**config.mk**
```make
export PLATFORM = sky130hd
export DESIGN_NAME = crd_drop
export DESIGN_NICKNAME = d
export VERILOG_FILES = /design/src/rtl/crd_drop_pkg.sv /design/src/rtl/crd_drop_fifo.sv /design/src/rtl/crd_drop.sv
export SDC_FILE = /design/constraint.sdc
export NUM_CORES = 1
export LEC_CHECK = 0
export CORE_MARGIN = 1
export CORE_UTILIZATION = 40
export DETAILED_ROUTE_END_ITERATION = 8
export PLACE_DENSITY = 0.57
export SLEW_MARGIN = 10
export SYNTH_ARGS = -nofsm -noshare
export SYNTH_HDL_FRONTEND = slang
export SYNTH_HIERARCHICAL = 1
export SYNTH_SLANG_ARGS = --single-unit
export TNS_END_PERCENT = 1
```
**constraint.sdc**
```tcl
create_clock -name clk -period 5.53 [get_ports clk]
set_clock_uncertainty 0.05 [all_clocks]
set_input_delay 1.659 -clock clk [delete_from_list [all_inputs] [get_ports clk]]
set_output_delay 1.659 -clock clk [all_outputs]
set_load 0.1 [all_outputs]
```
**src/rtl/crd_drop_pkg.sv**
```systemverilog
// Shared definitions for the sparse coordinate dropper: word layout, token
// helpers and the crddrop-mode state encoding.
package crd_drop_pkg;

    localparam int DATA_W = 17;
    localparam int TOKEN_BIT = 16;
    localparam logic [DATA_W-1:0] DONE_TOK = 17'h10100;

    typedef enum logic [1:0] {
        ST_IDLE,
        ST_HOLD,
        ST_FLUSHOUT
    } crd_state_e;

    function automatic logic is_done(input logic [DATA_W-1:0] w);
        return w == DONE_TOK;
    endfunction

    // Stop tokens carry a zero middle byte; DONE is distinguished by 0x01 there.
    function automatic logic is_stop(input logic [DATA_W-1:0] w);
        return w[TOKEN_BIT] && (w[15:8] == 8'h00);
    endfunction

    function automatic logic [7:0] stop_lvl(input logic [DATA_W-1:0] w);
        return w[7:0];
    endfunction

    function automatic logic [DATA_W-1:0] make_stop(input logic [7:0] lvl);
        return {1'b1, 8'h00, lvl};
    endfunction

endpackage

```
**src/rtl/crd_drop_fifo.sv**
```systemverilog
// Small register-based FIFO used on every input and output port of crd_drop.
// Storage is cleared on reset/flush so an empty FIFO presents zero data.
module reg_fifo
    import crd_drop_pkg::*;
#(
    parameter int DEPTH = 2,
    parameter int WIDTH = DATA_W
) (
    input  logic             clk,
    input  logic             rst_n,
    input  logic             flush,
    input  logic             clk_en,
    input  logic             push,
    input  logic [WIDTH-1:0] wdata,
    input  logic             pop,
    output logic [WIDTH-1:0] rdata,
    output logic             full,
    output logic             empty
);

    localparam int PTR_W = (DEPTH > 1) ? $clog2(DEPTH) : 1;
    localparam int CNT_W = $clog2(DEPTH + 1);

    logic [WIDTH-1:0] mem [DEPTH];
    logic [PTR_W-1:0] wr_ptr;
    logic [PTR_W-1:0] rd_ptr;
    logic [CNT_W-1:0] count;
    logic             do_push;
    logic             do_pop;

    assign full    = (count == CNT_W'(DEPTH));
    assign empty   = (count == '0);
    assign do_push = push && !full;
    assign do_pop  = pop && !empty;
    assign rdata   = mem[rd_ptr];

    function automatic logic [PTR_W-1:0] next_ptr(input logic [PTR_W-1:0] p);
        return (p == PTR_W'(DEPTH - 1)) ? '0 : p + PTR_W'(1);
    endfunction

    always_ff @(posedge clk or negedge rst_n) begin
        if (!rst_n) begin
            wr_ptr <= '0;
            rd_ptr <= '0;
            count  <= '0;
            for (int i = 0; i < DEPTH; i++) mem[i] <= '0;
        end else if (flush) begin
            wr_ptr <= '0;
            rd_ptr <= '0;
            count  <= '0;
            for (int i = 0; i < DEPTH; i++) mem[i] <= '0;
        end else if (clk_en) begin
            if (do_push) begin
                mem[wr_ptr] <= wdata;
                wr_ptr      <= next_ptr(wr_ptr);
            end
            if (do_pop) rd_ptr <= next_ptr(rd_ptr);
            if (do_push && !do_pop) count <= count + CNT_W'(1);
            else if (!do_push && do_pop) count <= count - CNT_W'(1);
        end
    end

endmodule

```
**src/rtl/crd_drop.sv**
```systemverilog
// Sparse-stream coordinate dropper: mode 0 strips zero-valued pairs, mode 1
// drops outer coordinates whose inner fiber turned out to be empty.
module crd_drop
    import crd_drop_pkg::*;
#(
    parameter int FIFO_DEPTH = 2
) (
    input  logic              clk,
    input  logic              rst_n,
    input  logic              clk_en,
    input  logic              flush,
    input  logic              tile_en,
    input  logic              cmrg_enable,
    input  logic              cmrg_mode,
    input  logic [15:0]       cmrg_stop_lvl,
    input  logic [DATA_W-1:0] cmrg_coord_in_0,
    input  logic              cmrg_coord_in_0_valid,
    output logic              cmrg_coord_in_0_ready,
    input  logic [DATA_W-1:0] cmrg_coord_in_1,
    input  logic              cmrg_coord_in_1_valid,
    output logic              cmrg_coord_in_1_ready,
    output logic [DATA_W-1:0] cmrg_coord_out_0,
    output logic              cmrg_coord_out_0_valid,
    input  logic              cmrg_coord_out_0_ready,
    output logic [DATA_W-1:0] cmrg_coord_out_1,
    output logic              cmrg_coord_out_1_valid,
    input  logic              cmrg_coord_out_1_ready
);

    logic [DATA_W-1:0] in0_head, in1_head, push0_data, push1_data;
    logic              in0_full, in0_empty, in1_full, in1_empty;
    logic              out0_full, out0_empty, out1_full, out1_empty;
    logic              pop0, pop1, push0, push1, fire;
    crd_state_e        state, next_state;
    logic [DATA_W-1:0] outer_crd, next_outer;
    logic              has_data, next_has_data;
    logic              unused_cfg;

    assign unused_cfg = ^{cmrg_enable, cmrg_stop_lvl};

    assign cmrg_coord_in_0_ready  = !in0_full && tile_en;
    assign cmrg_coord_in_1_ready  = !in1_full && tile_en;
    assign cmrg_coord_out_0_valid = !out0_empty && tile_en;
    assign cmrg_coord_out_1_valid = !out1_empty && tile_en;

    reg_fifo #(.DEPTH(FIFO_DEPTH), .WIDTH(DATA_W)) u_in0 (
        .clk(clk), .rst_n(rst_n), .flush(flush), .clk_en(clk_en),
        .push(cmrg_coord_in_0_valid && cmrg_coord_in_0_ready), .wdata(cmrg_coord_in_0),
        .pop(pop0), .rdata(in0_head), .full(in0_full), .empty(in0_empty));

    reg_fifo #(.DEPTH(FIFO_DEPTH), .WIDTH(DATA_W)) u_in1 (
        .clk(clk), .rst_n(rst_n), .flush(flush), .clk_en(clk_en),
        .push(cmrg_coord_in_1_valid && cmrg_coord_in_1_ready), .wdata(cmrg_coord_in_1),
        .pop(pop1), .rdata(in1_head), .full(in1_full), .empty(in1_empty));

    reg_fifo #(.DEPTH(FIFO_DEPTH), .WIDTH(DATA_W)) u_out0 (
        .clk(clk), .rst_n(rst_n), .flush(flush), .clk_en(clk_en),
        .push(push0), .wdata(push0_data),
        .pop(cmrg_coord_out_0_valid && cmrg_coord_out_0_ready),
        .rdata(cmrg_coord_out_0), .full(out0_full), .empty(out0_empty));

    reg_fifo #(.DEPTH(FIFO_DEPTH), .WIDTH(DATA_W)) u_out1 (
        .clk(clk), .rst_n(rst_n), .flush(flush), .clk_en(clk_en),
        .push(push1), .wdata(push1_data),
        .pop(cmrg_coord_out_1_valid && cmrg_coord_out_1_ready),
        .rdata(cmrg_coord_out_1), .full(out1_full), .empty(out1_empty));

    // FLUSHOUT only writes DONE, so it may fire without any input heads present.
    assign fire = tile_en && !out0_full && !out1_full &&
                  ((!in0_empty && !in1_empty) || (cmrg_mode && state == ST_FLUSHOUT));

    always_comb begin
        pop0          = 1'b0;
        pop1          = 1'b0;
        push0         = 1'b0;
        push1         = 1'b0;
        push0_data    = in0_head;
        push1_data    = in1_head;
        next_state    = state;
        next_outer    = outer_crd;
        next_has_data = has_data;
        if (fire) begin
            if (!cmrg_mode) begin
                next_state = ST_IDLE;
                if (in0_head[TOKEN_BIT] == in1_head[TOKEN_BIT]) begin
                    pop0  = 1'b1;
                    pop1  = 1'b1;
                    push0 = in0_head[TOKEN_BIT] || (in0_head[15:0] != 16'h0);
                    push1 = in0_head[TOKEN_BIT] || (in0_head[15:0] != 16'h0);
                end else if (in0_head[TOKEN_BIT]) begin
                    pop1 = 1'b1;
                end else begin
                    pop0 = 1'b1;
                end
            end else begin
                case (state)
                    ST_IDLE: begin
                        if (is_done(in0_head) && is_done(in1_head)) begin
                            pop0       = 1'b1;
                            pop1       = 1'b1;
                            next_state = ST_FLUSHOUT;
                        end else if (!in0_head[TOKEN_BIT]) begin
                            pop0       = 1'b1;
                            next_outer = in0_head;
                            next_state = ST_HOLD;
                        end else if (is_stop(in0_head)) begin
                            pop0  = 1'b1;
                            push0 = 1'b1;
                        end else begin
                            pop1 = 1'b1;
                        end
                    end
                    ST_HOLD: begin
                        if (!in1_head[TOKEN_BIT]) begin
                            pop1          = 1'b1;
                            push1         = 1'b1;
                            next_has_data = 1'b1;
                        end else if (is_stop(in1_head)) begin
                            pop1          = 1'b1;
                            next_state    = ST_IDLE;
                            next_has_data = 1'b0;
                            if (has_data) begin
                                push0      = 1'b1;
                                push0_data = outer_crd;
                                push1      = 1'b1;
                            end else if (stop_lvl(in1_head) != 8'd0) begin
                                // Empty fiber closing a higher level: demote the stop by one.
                                push1      = 1'b1;
                                push1_data = make_stop(stop_lvl(in1_head) - 8'd1);
                            end
                        end else begin
                            next_state = ST_IDLE;
                        end
                    end
                    ST_FLUSHOUT: begin
                        push0      = 1'b1;
                        push1      = 1'b1;
                        push0_data = DONE_TOK;
                        push1_data = DONE_TOK;
                        next_state = ST_IDLE;
                    end
                    default: next_state = ST_IDLE;
                endcase
            end
        end
    end

    always_ff @(posedge clk or negedge rst_n) begin
        if (!rst_n) begin
            state     <= ST_IDLE;
            outer_crd <= '0;
            has_data  <= 1'b0;
        end else if (flush) begin
            state     <= ST_IDLE;
            outer_crd <= '0;
            has_data  <= 1'b0;
        end else if (clk_en) begin
            state     <= next_state;
            outer_crd <= next_outer;
            has_data  <= next_has_data;
        end
    end

endmodule

```
# == Yosys cells after proc, flatten, opt, wreduce, memory -nomap -nowiden ==
# Cells that the tools add are included.
# totals
register_bits,172
latchBits,0
ram_bits,0
romBits,0
input_bits,61
out_inout_bits,38
word_cells,322
n_memories,0
# classes
add_sub_neg,17
multipliers,0
div,0
order_cmp,12
eq_ne,14
shifts,0
n_mux,153
n_bitwise,8
reduce_logical,95
# ops
operator,n
17-bit 2-to-1 mux,31
34-bit 2-to-1 mux,12
34-bit bitwise mux,4
1-bit 2-to-1 mux,70
17-bit demux with 1-bit select,4
17-bit case mux with 2 select lines,2
16-bit 2-to-1 mux,3
2-bit 2-to-1 mux,23
1-bit logical AND,36
17-bit == test (second input constant),2
2-bit nonzero test,13
2-bit AND reduction,12
2-bit >= comparator (second input constant),8
1-bit logical NOT,16
8-bit logical NOT,2
1-bit inverter with 2-bit output,8
16-bit nonzero test,1
3-bit nonzero test,4
2-bit == test (second input constant),5
2-bit logical NOT,5
1-bit adder (second input constant),8
2-bit by 1-bit adder with 2-bit output (second input constant),4
2-bit by 1-bit < comparator with 1-bit output (second input constant),4
8-bit nonzero test,1
15 further kinds,21

# == Longest topological paths before layout ==
# depth
ltp_word,19
ltp_mapped,13
ltp_nobuf,11

# == Modules after synthesis ==
# Netlist, hierarchy kept.
# modules_own_cells
mod,instances,cells_per_inst,area_each_um2,seq_area_each_um2
reg_fifo,4,126,1720.4,950.9
crd_drop,1,236,1914.3,475.5

# == Least setup slack after synthesis ==
# No wires, ideal clock.
# synth_timing
path_type,input -> output
start,input tile_en
end,output cmrg_coord_in_0_ready
arrival_time_ns,3.013
t_required_ns,3.821
slack_ns,0.808
stages,1
n_path_buf,0
cell_sequence,nor2b_1
# synth_via
elab_chain_cells,1
# synth_rtl
element,line,text
start: declaration,crd_drop.sv:12,"input logic tile_en,"
1-bit logical AND,crd_drop.sv:41,assign cmrg_coord_in_0_ready = !in0_full && tile_en;
end: declaration,crd_drop.sv:18,"output logic cmrg_coord_in_0_ready,"
# Every way passes these cells.

# == Worst setup path after layout ==
# layout_timing
start,input tile_en
end,output cmrg_coord_out_0_valid
# layout_via
elab_chain_cells,1
# layout_rtl
element,line,text
1-bit logical AND,crd_drop.sv:43,assign cmrg_coord_out_0_valid = !out0_empty && tile_en;
end: declaration,crd_drop.sv:23,"output logic cmrg_coord_out_0_valid,"
# Every way passes these cells.

==> out/qor.csv <==
metric,value,unit
status,"complete, no violations",
clk buf depth,2,
CTS resizes,0,
Die Span Y,150.3,um
worst r2r path cells,8,
crit-path cells,clkdlybuf4s50_1 -> nor2b_1 -> buf_4,
Worst slew margin,29.41,%
number of synthesized flops with an enable pin,0,
max cap viols,0,
"Seq/Total Area, Yosys",48.65,%
first drt pass iteration count,5,
Synth Instances,740,
fin nets,875,
Skew-Pair Late Insertion Delay,0.43,ns
WL/cell,19.61,um
Period minus WS final,4.587,ns
met3 Use GR,3.758,%
Post-synth top flop,dfrtp_1,
Pwr Density,259.5,nW/um^2
Hold Crit Start,u_in1/mem[17],
hold-critical path endpoint,u_in1/mem[17],
Fin. Hold Viols,0,
unrepaired setup endpoints after global routing,false,
FP Rows,53,
Final Cycle Share,82.95,%
# hold bufs at CTS,0,
final wirelength,21470,um
busiest layer in global routing,met1,
DR vias,6328,
vias in the first global route,6405,
crit-path max FO,5,
filler cell count,1904,
Sum Neg Setup Slack,0,ns
Leakage,4.779,nW
Buffers & Inverters on Critical Path,2,
synthesized flop and latch total,171,
Syn Std Cell Area,8796,um^2
"CTS clk-pin slew, worst paths",0.06,ns
IO Pins,99,
Die Area,22590,um^2
share of cells above drive strength 1,24.51,%
first-pass GRT wire length,35040,um
Worst Hold Path Cells,1,
Hold Crit Class,reg -> reg,
H-tree levels,4,
initial antenna violation count,0,
Max Clk Rate,218.0,MHz
highest cell delay on the worst timing path,0.66,ns
CP Class,in -> out,
CP Capture Type,primary output,
Crit path depth,3,
ANT nets after route,0,
async set or reset register ratio after synthesis,100.0,%
Post-CTS Setup Repair Bufs,0,
most common cell in the netlist,dfrtp_1,
core area,21290,um^2
Slew Limit Fails,0,
largest net degree at the start of global routing,100,
Die Span X,150.3,um
Critical Path Start Type,primary input,
port bufs,81,
met1 Resource Use GR,30.53,%
slowest cell on the critical path,clkdlybuf4s50_1,
"CP delay by family, top",buffers and inverters,
Worst-Margin Slew,1.051,ns
# DRC,0,
Mapped Avg Cell Area,11.89,um^2
CTS tree,yes,
# diodes,0,
clk sinks,171,
Synth cell types,59,
routability cong.,0.8699,
Yosys top cell area share,48.65,%
P&R area growth vs syn,17.62,%
Root Driver,clkbuf_16,
endpoints failing setup,0,
Iter 0 DRT Violations,380,
met2 usage,28.80,%
Avg Vias per Cell,5.779,
initial cell density of the core,41.32,%
flop-to-flop setup slack,1.13,ns
RR Endpoint,u_out0/mem[30],
most frequent cells after synthesis,"dfrtp_1 (171), a22o_1 (87), mux2_2 (68)",
launch point of the critical path,tile_en,
CTS Buf Count,17,
"Remaining Overflow, GRT",0,
worst hold margin,0.4486,ns
Detail Placement HPWL,14470,um
Worst Path Required,3.82,ns
Ys Warns,6,
worst vdd ir,200.5,uV
syn nets,808,
"area leader, netlist",dfrtp_1,
R2R Path Start,u_in1/rd_ptr,
GRT Resource Usage Total,20.01,%
main area contributors after synthesis,"dfrtp_1 (49%), mux2_2 (8.7%), a22o_1 (8.7%)",
Worst Path Arrival,2.88,ns
==> cell type report <==
type	count	area, um^2	area share [%]
Sequential cell	171	4279	41.36
Inverter	24	100.1	0.9675
Clock buffer	21	460.4	4.450
Clock inverter	11	133.9	1.294
Multi-Input combinational cell	504	4172	40.32
Timing Repair Buffer	89	857.1	8.284
Tap cell	275	344.1	3.326
==> registers in the layout, indices dropped and copies added, names as in the netlist, 16 cells and up <==
| register | flops |
|---|---|
| u_in1/mem | 34 |
| u_out0/mem | 34 |
| outer_crd | 16 |
| u_out1/mem | 34 |
| u_in0/mem | 34 |
==> metal layers <==
layer / wire length [um] / up-vias
met5: 0 / -
met4: 151 / 0
met3: 705 / 8
met2: 9748 / 117
met1: 10870 / 3258
li1: - / 2945
==> where the power goes <==
part	leakage (nW)	internal, mW	switching (mW)
Clock	0.277	0.696	0.507
Sequential	2.38	1.26	0.00850
Combinational	2.12	0.0751	0.136
==> cells in the final DEF, fill, tap and decap left out, types with 3 or more instances in the layout <==
cell             instances
nand2_1                 21
inv_6                    3
nor4bb_1                 4
and2_0                   4
inv_1                   20
a22oi_1                  4
nor4_4                   8
clkbuf_16               17
mux2_2                  68
clkinvlp_4               4
a22o_2                  52
o2bb2ai_1                3
and3b_2                  4
o21ai_0                 28
and2_1                  19
inv_4                    4
nor3_1                   7
or3_1                    7
nor2_1                  42
buf_4                   12
nand2b_1                 3
ha_1                     7
a22o_1                  87
nand3_1                 10
a31oi_2                  8
mux2i_1                 32
nor4_1                   7
a31oi_1                  4
a21oi_1                 30
nor2b_1                  4
clkdlybuf4s50_1         75
dfrtp_1                171
nand2b_4                 4
a21o_1                   3
==> kinds of logic after synthesis <==
group / after synthesis / share of synthesized area (%)
compound gates: 236 / 21.86
xor+xnor: 1 / 0.09959
fa+ha+maj: 7 / 0.9957
buf+inv: 65 / 3.926
flops: 171 / 48.65
mux: 100 / 12.35
simple gates: 160 / 12.12
==> metrics by stage <==
step / total power, mW / worst slack, ns / instance area, um^2 / util [%] / std cells
3_5_place_dp: 1.507 / 0.5755 / 9752 / 45.81 / 1063
4_1_cts: 2.718 / 0.9171 / 10350 / 48.60 / 1095
3_3_place_gp: 1.501 / 0.7131 / 9752 / 45.81 / 1063
5_1_grt: 2.798 / 0.7492 / 10350 / 48.60 / 1095
6_report: 2.685 / 0.9429 / 10350 / 48.60 / 1095
2_1_floorplan: 1.405 / 0.8083 / 8796 / - / 740
==> worst max path at each step <==
stage | end | slack (ns)
6_report | cmrg_coord_out_0_valid | 0.94
5_1_grt | u_out0/mem[30] | 0.75
4_1_cts | cmrg_coord_out_0_valid | 0.92
3_5_place_dp | u_out0/mem[30] | 0.58
3_3_place_gp | u_out0/mem[31] | 0.71
2_1_floorplan | cmrg_coord_in_0_ready | 0.81
Note: power is estimated with default switching activity, not from simulation.
